## config.mk

```make
export PLATFORM = sky130hd
export DESIGN_NAME = vga_ram_reader
export DESIGN_NICKNAME = d
export VERILOG_FILES = /design/src/rtl/vga_pkg.sv /design/src/rtl/vga_timing_gen.sv /design/src/rtl/vga_ram_reader.sv
export SDC_FILE = /design/constraint.sdc
export NUM_CORES = 2
export LEC_CHECK = 0
export ABC_AREA = 0
export CORE_MARGIN = 10
export CORE_UTILIZATION = 40
export CTS_CLUSTER_DIAMETER = 150
export DETAILED_ROUTE_END_ITERATION = 12
export PLACE_DENSITY_LB_ADDON = 0.25
export SLEW_MARGIN = 20
export SYNTH_ARGS = -nofsm -noshare
export SYNTH_HDL_FRONTEND = slang
export SYNTH_HIERARCHICAL = 1
export SYNTH_SLANG_ARGS = --single-unit
```

## constraint.sdc

```tcl
create_clock -name clk -period 3.1 [get_ports clk]
set_input_delay 0.465 -clock clk [delete_from_list [all_inputs] [get_ports clk]]
set_output_delay 0.465 -clock clk [all_outputs]
set_load 0.01 [all_outputs]
```

## src/rtl/vga_pkg.sv

```systemverilog
// vga_pkg: shared 640x480@60 timing constants, frame RAM geometry and fetch FSM states.
//   No ports. Imported by vga_timing_gen and vga_ram_reader.
package vga_pkg;
    localparam int H_VISIBLE = 640;
    localparam int H_FP      = 16;
    localparam int H_SYNC    = 96;
    localparam int H_BP      = 48;
    localparam int H_TOTAL   = H_VISIBLE + H_FP + H_SYNC + H_BP;
    localparam int V_VISIBLE = 480;
    localparam int V_FP      = 10;
    localparam int V_SYNC    = 2;
    localparam int V_BP      = 33;
    localparam int V_TOTAL   = V_VISIBLE + V_FP + V_SYNC + V_BP;
    localparam int LINE_BITS = 320;
    localparam int ROWS      = 240;
    localparam int CNT_W     = 10;
    localparam int ADDR_W    = 8;

    typedef enum logic [1:0] {IDLE, WAIT, LATCH} fetch_state_t;
endpackage

```

## src/rtl/vga_timing_gen.sv

```systemverilog
// vga_timing_gen: free-running VGA hcount/vcount counters with raw (unregistered) sync and enable.
//   clk, rst         : pixel clock, synchronous active-high reset
//   o_hcount/vcount  : current beam position
//   o_hsync/o_vsync  : active-low sync decoded from the counters
//   o_de             : high while the counters are in the visible area
module vga_timing_gen
    import vga_pkg::*;
#(
    parameter int H_VISIBLE = vga_pkg::H_VISIBLE,
    parameter int H_FP      = vga_pkg::H_FP,
    parameter int H_SYNC    = vga_pkg::H_SYNC,
    parameter int H_BP      = vga_pkg::H_BP,
    parameter int V_VISIBLE = vga_pkg::V_VISIBLE,
    parameter int V_FP      = vga_pkg::V_FP,
    parameter int V_SYNC    = vga_pkg::V_SYNC,
    parameter int V_BP      = vga_pkg::V_BP
) (
    input  logic             clk,
    input  logic             rst,
    output logic [CNT_W-1:0] o_hcount,
    output logic [CNT_W-1:0] o_vcount,
    output logic             o_hsync,
    output logic             o_vsync,
    output logic             o_de
);
    localparam logic [CNT_W-1:0] C_H_VIS   = CNT_W'(H_VISIBLE);
    localparam logic [CNT_W-1:0] C_H_LAST  = CNT_W'(H_VISIBLE + H_FP + H_SYNC + H_BP - 1);
    localparam logic [CNT_W-1:0] C_HS_BEG  = CNT_W'(H_VISIBLE + H_FP);
    localparam logic [CNT_W-1:0] C_HS_END  = CNT_W'(H_VISIBLE + H_FP + H_SYNC);
    localparam logic [CNT_W-1:0] C_V_VIS   = CNT_W'(V_VISIBLE);
    localparam logic [CNT_W-1:0] C_V_LAST  = CNT_W'(V_VISIBLE + V_FP + V_SYNC + V_BP - 1);
    localparam logic [CNT_W-1:0] C_VS_BEG  = CNT_W'(V_VISIBLE + V_FP);
    localparam logic [CNT_W-1:0] C_VS_END  = CNT_W'(V_VISIBLE + V_FP + V_SYNC);

    logic [CNT_W-1:0] r_h, r_v;

    always_ff @(posedge clk) begin
        if (rst) begin
            r_h <= '0;
            r_v <= '0;
        end else begin
            r_h <= (r_h == C_H_LAST) ? '0 : r_h + 1'b1;
            if (r_h == C_H_LAST) r_v <= (r_v == C_V_LAST) ? '0 : r_v + 1'b1;
        end
    end

    assign o_hcount = r_h;
    assign o_vcount = r_v;
    assign o_hsync  = !(r_h >= C_HS_BEG && r_h < C_HS_END);
    assign o_vsync  = !(r_v >= C_VS_BEG && r_v < C_VS_END);
    assign o_de     = (r_h < C_H_VIS) && (r_v < C_V_VIS);
endmodule

```

## src/rtl/vga_ram_reader.sv

```systemverilog
// vga_ram_reader: VGA scan-out of a 1bpp frame RAM, each RAM row/bit doubled to 2x2 screen pixels.
//   clk, rst        : pixel clock (also RAM read clock), synchronous active-high reset
//   i_ram_data      : RAM row, bit LINE_BITS-1 is the leftmost pixel
//   o_ram_address   : RAM row address, updated at hcount == H_VISIBLE of the line before use
//   o_ram_clk       : clk passed straight through to the RAM
//   o_hsync/o_vsync : active-low syncs, o_de display enable, o_pixel mono pixel (all registered)
//   Optional: define VGA_RAM_READER_BORDER_EN to force a 1-pixel white frame border.
module vga_ram_reader
    import vga_pkg::*;
#(
    parameter int H_VISIBLE   = vga_pkg::H_VISIBLE,
    parameter int H_FP        = vga_pkg::H_FP,
    parameter int H_SYNC      = vga_pkg::H_SYNC,
    parameter int H_BP        = vga_pkg::H_BP,
    parameter int V_VISIBLE   = vga_pkg::V_VISIBLE,
    parameter int V_FP        = vga_pkg::V_FP,
    parameter int V_SYNC      = vga_pkg::V_SYNC,
    parameter int V_BP        = vga_pkg::V_BP,
    parameter int LINE_BITS   = vga_pkg::LINE_BITS,
    parameter int RAM_LATENCY = 1
) (
    input  logic                 clk,
    input  logic                 rst,
    input  logic [LINE_BITS-1:0] i_ram_data,
    output logic [ADDR_W-1:0]    o_ram_address,
    output logic                 o_ram_clk,
    output logic                 o_hsync,
    output logic                 o_vsync,
    output logic                 o_de,
    output logic                 o_pixel
);
    localparam logic [CNT_W-1:0] C_H_VIS     = CNT_W'(H_VISIBLE);
    localparam logic [CNT_W-1:0] C_H_LAST    = CNT_W'(H_VISIBLE + H_FP + H_SYNC + H_BP - 1);
    localparam logic [CNT_W-1:0] C_V_VIS     = CNT_W'(V_VISIBLE);
    localparam logic [CNT_W-1:0] C_V_LAST    = CNT_W'(V_VISIBLE + V_FP + V_SYNC + V_BP - 1);
    localparam logic [1:0]       C_WAIT_LAST = 2'(RAM_LATENCY - 1);

    logic [CNT_W-1:0]     w_hcount, w_vcount, w_tgt_v;
    logic                 w_hsync, w_vsync, w_de, w_tgt_vis, w_start, w_border;
    fetch_state_t         r_state, w_next;
    logic [1:0]           r_wait;
    logic [LINE_BITS-1:0] r_line, r_shift;

    vga_timing_gen #(
        .H_VISIBLE(H_VISIBLE), .H_FP(H_FP), .H_SYNC(H_SYNC), .H_BP(H_BP),
        .V_VISIBLE(V_VISIBLE), .V_FP(V_FP), .V_SYNC(V_SYNC), .V_BP(V_BP)
    ) u_timing (
        .clk(clk), .rst(rst), .o_hcount(w_hcount), .o_vcount(w_vcount),
        .o_hsync(w_hsync), .o_vsync(w_vsync), .o_de(w_de)
    );

    assign o_ram_clk = clk;
    // The row fetched during this line's hblank is displayed on the next line.
    assign w_tgt_v   = (w_vcount == C_V_LAST) ? '0 : w_vcount + 1'b1;
    assign w_tgt_vis = w_tgt_v < C_V_VIS;
    assign w_start   = (w_hcount == C_H_VIS) && w_tgt_vis;

`ifdef VGA_RAM_READER_BORDER_EN
    localparam logic [CNT_W-1:0] C_H_EDGE = CNT_W'(H_VISIBLE - 1);
    localparam logic [CNT_W-1:0] C_V_EDGE = CNT_W'(V_VISIBLE - 1);
    assign w_border = (w_hcount == '0) || (w_hcount == C_H_EDGE) || (w_vcount == '0) || (w_vcount == C_V_EDGE);
`else
    assign w_border = 1'b0;
`endif

    always_comb begin
        w_next = r_state;
        if (r_state == IDLE && w_start) w_next = WAIT;
        if (r_state == WAIT && r_wait == C_WAIT_LAST) w_next = LATCH;
        if (r_state == LATCH) w_next = IDLE;
    end

    always_ff @(posedge clk) begin
        if (rst) begin
            r_state <= IDLE;
            r_wait  <= '0;
        end else begin
            r_state <= w_next;
            r_wait  <= (r_state == WAIT) ? r_wait + 1'b1 : '0;
        end
    end

    always_ff @(posedge clk) begin
        if (rst) begin
            o_ram_address <= '0;
            r_line        <= '0;
            r_shift       <= '0;
            o_hsync       <= 1'b1;
            o_vsync       <= 1'b1;
            o_de          <= 1'b0;
            o_pixel       <= 1'b0;
        end else begin
            if (w_start) o_ram_address <= ADDR_W'(w_tgt_v >> 1);
            if (r_state == LATCH) r_line <= i_ram_data;
            // Each bit is held for two clocks: shift only after odd hcounts.
            if (w_hcount == C_H_LAST) r_shift <= w_tgt_vis ? r_line : '0;
            else if (w_de && w_hcount[0]) r_shift <= r_shift << 1;
            o_hsync <= w_hsync;
            o_vsync <= w_vsync;
            o_de    <= w_de;
            o_pixel <= w_de && (w_border || r_shift[LINE_BITS-1]);
        end
    end
endmodule

```

==> impl_metrics.tcl <==
set metrics [dict create \
    synth_cells 3753 \
    critPathBufInv 2 \
    max_stage_delay_ns 0.63 \
    io_buffers 334 \
    crit_arrival_ns 3.31 \
    tightestPinTransition_ns 0.790 \
    crit_cells 8 \
    clkTransAtPathRegs_ns 0.06 \
    maxCapViolCount 0 \
    final_cells 4836 \
    cp-start-kind "register" \
    dp_hpwl_um 47000 \
    synth-edff-count 0 \
    wl_um 74100 \
    synthTopCellsByArea "dfxtp_1 (50%), nand2_1 (18%), a21oi_1 (18%)" \
    min_path_type "input port to register" \
    synth.most_common_cell "nand2_1" \
    hold_buffers 0 \
    vias 25000 \
    fin_setup_tns_ns 0 \
    grt_usage 0.179 \
    place_area_um2 31500 \
    synth_top_family_by_area "simple AND/OR/NAND/NOR gates" \
    pre_cts_ws_ns 0.422 \
    cts_resized 0 \
    yosys-top-cells-count "nand2_1 (1,295), a21oi_1 (965), dfxtp_1 (676), nor3_1 (323), clkbuf_1 (284)" \
    grt_max_degree 125 \
    timing.fmax_mhz 366 \
    fin_crit_sh 0.880 \
    dp_cells 4704 \
    synth_top_area_share 0.496 \
    endpoint_kind "register" \
    synth_adder_area_share 0.00367 \
    synth_fp_nets 4083 \
    layout_setup_ws_ns 0.371 \
    vias_per_cell 5.17 \
    min_delay_path_depth 2 \
    rsz0062_at_grt "false" \
    die_w_um 281 \
    critical-path-slowest-cell "dfxtp_1" \
    nets 4240 \
    total_leakage_power_nw 11.1 \
    synth-main-ff-cell "dfxtp_1" \
    synthToLayoutAreaGrowth_pct 24.7 \
    antenna_found_initial 1 \
    timing.slew.headroom 0.470 \
    routabilityCongestion 0.778 \
    synth-compound-area-share 0.184 \
    timing.critical_path.mode_cell "buf_12" \
    critical_path_class "register to register" \
    critPathRequiredTime_ns 3.68 \
    firstDrtPassIters 5 \
    synthArstFlopShare 0 \
    crit_family "compound AO/OA/AOI/OAI gates" \
    synth_cell_types 54 \
    setup_violations 0 \
    max-vdd-ir-drop_v 0.000293 \
    synth_seq_cells 676 \
    fillCellCount 6688 \
    ys_seq_area_frac 0.496 \
    grt_pass1_wl_um 119000 \
    start_util 0.405 \
    core_um2 67400 \
    clk_latency_ns 0.72 \
    grt-ovfl-total 0 \
    drive_gt1_frac 0.0507 \
    rows 95 \
    critPathMaxFanout 47 \
    yosys_warnings 6 \
    r2r_cells 8 \
    synth-simple-area-share 0.259 \
    wire_per_inst_um 15.3 \
    synthesis.area_um2 27300 \
    drtAntennaViolNets 0 \
    die_area_um2 79100 \
    cts_tree "yes" \
    synthMuxAreaShare 0.00188 \
    cellPowerDensity_nw_per_um2 548 \
    path_cells "ha_1 > nand2_1 > o31a_1 > o32a_1 > a21oi_4 > buf_12 > buf_12 > nor3_1" \
    cts_setup_buffers 0 \
    grt_pass1_vias 23200 \
    p_total_mw 18.6 \
    yosysTopAreaCell "dfxtp_1" \
    status "finished, final reports clean" \
    final_max_slew_viol_count 0 \
    hold_viol 0 \
    final_area_um2 34000 \
    finalCriticalPeriod_ns 2.73 \
    drtIter0Drc 1861 \
    worst_hold_slack_ns 0.202 \
    fp.dieH_um 281 \
    avgSynthCellArea_um2 7.27 \
    synthXorXnorAreaFrac 0.00577 \
    reg2reg_slack_ns 0.37 \
    io-pin-count 335 \
    final_util 0.505 \
    skew_ns 0.0192 \
    drc 0 \
]
[logic make-up after synthesis]
group           after synthesis
simple gates               1712
compound gates              990
flops                       676
buf+inv                     344
xor+xnor                     18
fa+ha+maj                     8
mux                           5
[path summary, 6_finish.rpt]
kind / start / end
max reg2reg: u_timing/o_vcount[1] / r_shift[193]
min: rst / r_shift[1]
min reg2reg: r_wait[0] / r_wait[0]
max: u_timing/o_vcount[1] / r_shift[193]
[power breakdown]
part           switching [mW]  internal (mW)
combinational           0.405          0.422
sequential            0.00683           8.69
clock                    3.57           5.55
[cell type report]
type,instances,area [um^2],area share
clock buffer,119,2350,0.0691
inverter,19,71.3,0.00210
tap,873,1090,0.0321
sequential,676,13500,0.398
clock inverter,13,213,0.00625
antenna,1,2.50,0.0000735
multi-input combinational,2733,12400,0.365
timing repair buffer,402,4340,0.128
[routing by layer]
layer  vias to the layer above  global-route usage  wire length, um
met2                       553               0.293            34300
met5                         -                   0                0
li1                      12800                   -                -
met4                         0              0.0551             1700
met3                       106              0.0361             3810
met1                     11500               0.235            34300
[flip-flops by register name, indices dropped and copies added, names as in the netlist]
name / count
r_shift: 320
o_ram_address: 8
o_pixel: 1
u_timing/o_hcount: 10
o_vsync: 1
o_hsync: 1
u_timing/o_vcount: 10
r_line: 320
o_de: 1
r_state: 2
r_wait: 2
[cells in the final DEF, fill, tap and decap left out, types with 2 or more instances in the layout]
master	instances
inv_1	19
o21a_1	2
xnor2_1	8
mux2i_1	4
nor2_1	23
a221oi_1	4
buf_12	39
clkdlybuf4s50_1	333
a21oi_1	965
clkinv_2	4
nand4b_1	2
buf_4	30
nor4b_1	4
and4_1	2
inv_16	2
and3_1	6
dfxtp_1	676
and2_1	3
nor4_1	2
nor3_1	323
nand4_1	9
o21ai_0	6
and4b_1	2
clkbuf_8	22
ha_1	8
bufinv_16	4
or3_1	6
clkbuf_1	17
nand3_1	15
or2_2	2
clkbuf_16	79
nand2_1	1294
nand2b_1	3
xor2_1	10
Power figures use the tool's default switching activity.
